===== src/rtl/memory.sv =====
// Byte-wide single-port data RAM for the memory stage: synchronous write,
// combinational read, asynchronous active-low clear of the whole array.
module memory #(
  parameter int DATA_WIDTH = 8,
  parameter int ADDR_WIDTH = 8,
  parameter int DEPTH      = 2 ** ADDR_WIDTH
) (
  input  logic                  clk,
  input  logic                  rst,
  input  logic [ADDR_WIDTH-1:0] address,
  input  logic                  mem_read,
  input  logic                  mem_write,
  input  logic [DATA_WIDTH-1:0] write_data,
  output logic [DATA_WIDTH-1:0] out_data
);

  logic [DATA_WIDTH-1:0] mem [DEPTH];

  // Reset wins over a write pending in the same cycle, leaving the array all zero.
  always_ff @(posedge clk or negedge rst) begin
    if (!rst) begin
      for (int i = 0; i < DEPTH; i++) begin
        mem[i] <= '0;
      end
    end else if (mem_write) begin
      mem[address] <= write_data;
    end
  end

  // No write bypass: a same-cycle read shows the old word until the edge.
  assign out_data = mem_read ? mem[address] : '0;

endmodule


===== config.mk =====
export PLATFORM = sky130hd
export DESIGN_NAME = memory
export DESIGN_NICKNAME = d
export VERILOG_FILES = /design/src/rtl/memory.sv
export SDC_FILE = /design/constraint.sdc
export NUM_CORES = 2
export LEC_CHECK = 0
export ABC_AREA = 1
export ABC_CLOCK_PERIOD_IN_PS = 2550
export BUFFER_PORTS_ARGS = -buffer_cell sky130_fd_sc_hd__buf_4
export CORE_ASPECT_RATIO = 0.6
export CORE_MARGIN = 3
export CORE_UTILIZATION = 55
export DETAILED_ROUTE_END_ITERATION = 16
export GPL_ROUTABILITY_DRIVEN = 0
export PLACE_DENSITY_LB_ADDON = 0.25
export SETUP_SLACK_MARGIN = 0.5
export SLEW_MARGIN = 40
export SYNTH_ARGS = -nofsm -noshare
export SYNTH_HDL_FRONTEND = slang
export SYNTH_SLANG_ARGS = --single-unit

===== constraint.sdc =====
create_clock -name clk -period 2.55 [get_ports clk]
set_input_delay 0.51 -clock clk [delete_from_list [all_inputs] [get_ports clk]]
set_output_delay 0.51 -clock clk [all_outputs]
set_load 0.05 [all_outputs]

# [Word level (Yosys, flattened, before mapping)]
# Index checks and enable logic that the tools add are counted.
[word_totals] register_bits=2048 latch_bits=0 ram_bits=0 romBits=0 in_bits=20 memories=0
[classes] addsub=0 n_mul=0 div=0 n_lt_le_gt_ge=2 n_eq_ne=0 shifts=0 muxes=7 bitwise=1 n_reduce_logical=1
[op_table] op="2048-bit bitwise mux" count=1
[op_table] op="8-bit binary-select mux with 8-bit select" count=1
[op_table] op="8-bit demux with 8-bit select" count=1
[op_table] op="8-bit two-way mux" count=4
[op_table] op="9-bit >= comparator (second input constant)" count=1
[op_table] op="9-bit by 1-bit < comparator with 1-bit output (second input constant)" count=1
[op_table] op="8-bit NOT with 9-bit output" count=1
[op_table] op="1-bit logical AND" count=1

# [Logic depth before layout (Yosys ltp)]
[depth] word_depth=6 ltp_mapped=19

# [Worst setup path after synthesis]
# OpenSTA, ideal clock, no wires.
[synth_timing] kind="input-to-output" from="input address[0]" to="output out_data[1]" arrival_ps=2541 required_time_ps=2040 setup_slack_ps=-501 path_stages=19 path_cell_list="buf_4 -> inv_4 -> buf_4 -> buf_2 -> buf_2 -> nand2_1 -> nand2_1 -> nand2_1 -> nand2_1 -> nand2_1 -> nand2_1 -> nor2_1 -> nor2_1 -> nor2_1 -> nand2_1 -> nand2_1 -> nand2_1 -> nor2_1 -> nor2_1"
[synth_between] elab_chain_cells=5
[synth_lines] element="start: declaration" line_no="10" text="input logic [ADDR_WIDTH-1:0] address,"
[synth_lines] element="8-bit NOT with 9-bit output (implied by the code)" line_no="31" text="assign out_data = mem_read ? mem[address] : '0;"
[synth_lines] element="8-bit binary-select mux with 8-bit select" line_no="31"
[synth_lines] element="8-bit two-way mux (implied by the code) (2 in series)" line_no="31"
[synth_lines] element="8-bit two-way mux" line_no="31"
[synth_lines] element="end: declaration" line_no="14" text="output logic [DATA_WIDTH-1:0] out_data"
# No other way between the ends. The select of a mux whose other input is x is not followed.

# [Worst setup path after layout]
[layout_timing] from="input address[1]" to="output out_data[1]"
# The elaborated chain is that of the path after synthesis.

==> results.md <==
- The post-route clock skew is 0 ps.
- Summing all placed instances gives a cell area of between 0.1 and 0.15 mm^2.
- The analysis attributes to net switching a power of 18,700 uW.
- The buffer and inverter count on the worst path is 7.
- TritonCTS built the clock tree.
- The internal portion of the total power is 53,400 uW.
- The library cell appearing most often on the critical path is sky130_fd_sc_hd__nand2_1.
- The aggregate global-route resource usage is 35.0%.
- The H-tree level count is 4.
- The area occupied by multi-input gates is approximately 0.041 mm^2.
- The library cells used most frequently in the layout, excluding fill and tap cells, are sky130_fd_sc_hd__nand2_1 (7,006), sky130_fd_sc_hd__dfrtp_1 (2,048), sky130_fd_sc_hd__o21ai_0 (1,083).
- The detail-routed net length per standard cell is roughly 20 um.
- The number of flip-flops in the largest register is slightly above 2,000.
- Prior to clock tree synthesis, the placed netlist has a worst setup slack of -1600 ps.
- Measured against its own limit, the worst slew margin works out to 54.9%.
- After detailed routing, the number of remaining DRC violations is 0.
- The final standard cell area without fillers is between 0.1 and 0.15 mm^2.
- In the synthesized netlist, the number of instances is ~13,000.
- The global-route congestion overflow total is 0.
- The run finished, with violations left.
- Setup repair after global routing could not meet its margin everywhere.
- The maximum fanout along the worst path is 30.
- Clock tree synthesis found a total of 2,048 sinks.
- The launching element type of the critical path is a primary input.
- Static timing analysis puts the maximum clock frequency at approximately 280 MHz.
- The max-slew violation count is 0.
- The summed instance area of the synthesized netlist is ~0.095 mm^2.
- The count of standard-cell rows is 117.
- The number of global-route vias before repair is between 80,000 and 90,000.
- The floorplan step set the die height to about 330 um.
- The clock buffer count from CTS is ~190.
- The wire length of the first global-routing pass is roughly 500,000 um.
- The die is around 540 um wide.
- The power share of the combinational group is 10.4%.
- The share of cells above drive strength 1 is between 10% and 20%.
- The worst setup path is captured at an output pin.
- The required time reported for the critical path endpoint is between 2000 and 2500 ps.
- The number of nets handed over by synthesis was 12,900.
- The effective utilization at floorplan is 55.7%.
- The count of synthesis-stage warnings from yosys is 0.
- The power density normalized to cell area is roughly 640 mW/mm^2.
- The worst hold path belongs to the class primary input to flop.
- The largest voltage drop on the vdd net is between 0.0005 and 0.0006 V.
- The hold violation count in the final report came to 0.
- The clock latency on the worst-skew pair is approximately 860 ps.
- The mean post-synth cell area is approximately 7.4 um^2.
- The layout filler cell count is 13,900.
- The placed wire-length estimate is between 150,000 and 200,000 um.
- The initial antenna violation count was 11.
- In this run, flip-flops and latches consume between 40% and 50% of the power.
- The per-cell via count in the routed design is 5.75.
- The transition time of the tightest slew-check pin is ~680 ps.
- Grouping stages by cell kind, the critical path spends the most delay in simple AND/OR/NAND/NOR gates.
- The clock network burns between 40 and 50% of the power.
- The synthesis-stage register bit count is around 2,000.
- The count of different cell masters after synthesis is 19.
- The routed layout has roughly 89,000 vias.
- The area of the die is around 0.18 mm^2.
- The critical path goes through buf_16 -> buf_4 -> buf_12 -> buf_12 -> buf_4 -> nand2_1 -> nand2_1 -> nand2_1 -> nand2_2 -> nor2_1 -> nor2_1 -> nor2_1 -> nand2_1 -> nand2_2 -> nand2_8 -> nor2_4 -> buf_6 -> nor2_4 -> buf_8.
- The violation count after the first detailed-route iteration is between 10,000 and 15,000.
- The tree is rooted in a sky130_fd_sc_hd__clkbuf_16.
- Counting flops per register, the top entry is mem.
- For the worst setup path, the data arrival time is around 3000 ps.
- The count of input and output buffers is 27.
- Registers take 0.0512 mm^2.
- The total power after layout is around 72,000 uW.
- The commonest non-fill, non-tap cell in the layout is sky130_fd_sc_hd__nand2_1.
- Once routing completed, OpenROAD measured the worst setup slack at -969 ps.
- Entering global routing, the biggest net connects 105 pins.
- At the end of the flow, the number of nets in the layout was 13,100.
- The clock input transition at the sequential cells of the worst setup and hold paths is ~70 ps.
- The core region is about 0.17 mm^2.
- The final worst-path cycle share is 138%.
- The category of the critical setup timing path is primary input to output pin.
- Relative to the synthesized area, the layout overhead comes to 18.2%.
- The largest registers in the layout are mem x2048.
- On the worst path, the slowest cell contributes a delay of 230 ps.
- The routed design could run at a clock period as short as 3520 ps.
- The final reports fail on negative setup slack.
- The iteration count of the initial detailed-routing pass is 9.
- For this design, the slowest cell found on the critical path is sky130_fd_sc_hd__nor2_4.
- The routed design has around 310,000 um of wire.
- The longest clock path from root to sink contains 4 buffers.
- Setup violations remaining at the end of the flow were counted as 8.
- The number of I/O pins is 28.
- Summed over all cells, the static leakage comes to approximately 0.057 uW.
- In this run the remaining antenna-violating nets after routing total 0.
- Max-cap violations in this run came to 0.
- The sequential element share of the synthesized area is a little over half.
- The switching power as a share of total power is between 20% and 30%.
## power groups by stage
stage	combinational (uW)	clock (uW)	sequential [uW]
floorplan	3680	0	35300
global placement	6710	0	35400
detailed placement	6880	0	35500
CTS	7220	29900	34900
global route	8180	31300	35100
finish	7470	29700	35000
## cells in the mapped netlist, drive strengths merged
cell    number  share of area (%)
inv         92               0.37
nor2       447                1.8
dfrtp     2048                 54
clkbuf     629                2.5
nor3        19               0.20
o21ai     2040                 11
nand2     7118                 28
nand3      152               0.80
a21oi       64               0.34
buf        265                1.4
## metal layers
metal	track usage [%]	share of wire (%)	up-vias
li1	-	-	40800
met1	51.5	42	42400
met2	49.5	42	5005
met3	9.99	13	736
met4	11.8	3.5	14
met5	0	0.030	-
## worst register-to-register path, stage by stage (launching register included)
cell	delay [ps]
sky130_fd_sc_hd__dfrtp_1	340
sky130_fd_sc_hd__inv_1	80
sky130_fd_sc_hd__buf_4	130
sky130_fd_sc_hd__o21ai_0	190
## per-stage QoR
stage,setup TNS [ps],hold slack [ps],utilization (%),cells
floorplan,-755,214,-,12900
global placement,-331930,426,60.7,15100
detailed placement,-377690,422,60.7,15100
CTS,-6890,1.67,65.3,15500
global route,-8000,30.0,65.8,15500
finish,-7450,42.7,65.8,15500
## kinds of logic after synthesis
| logic type | synth area share (%) |
|---|---|
| AND/OR/NAND/NOR | 30.9 |
| AO/OA/AOI/OAI | 11.1 |
| buffers and inverters | 4.20 |
| flip-flops | 53.8 |
## cell type report
type	instances	share of cell area (%)
flip-flops and latches	2048	45.6
multi-input cells	9840	36.4
repair buffers	906	9.48
clock buffers	280	5.03
well taps	2261	2.52
clock inverters	52	0.594
inverters	92	0.390
diodes	5	0.0111
## worst paths after layout
check	slack, ps	cells past startpoint	end	startpoint
max reg2reg	1730	3	mem[1469]$_DFFE_PN0P_	mem[1469]$_DFFE_PN0P_
min reg2reg	490	2	mem[957]$_DFFE_PN0P_	mem[957]$_DFFE_PN0P_
min	40	3	mem[1215]$_DFFE_PN0P_	write_data[7]
min in group asynchronous	200	2	mem[1534]$_DFFE_PN0P_	rst
max in group asynchronous	1260	3	mem[1034]$_DFFE_PN0P_	rst
max	-970	19	out_data[1]	address[1]
## timing repair
action,in CTS,in global routing
hold buffers,8,0
endpoints found under the hold margin,364,0
cloned,16,7
pin swaps,64,71
buffers inserted,21,19
gates resized for setup,222,130
endpoints found under the setup margin,32,277
Note: power is estimated with default switching activity, not from simulation.
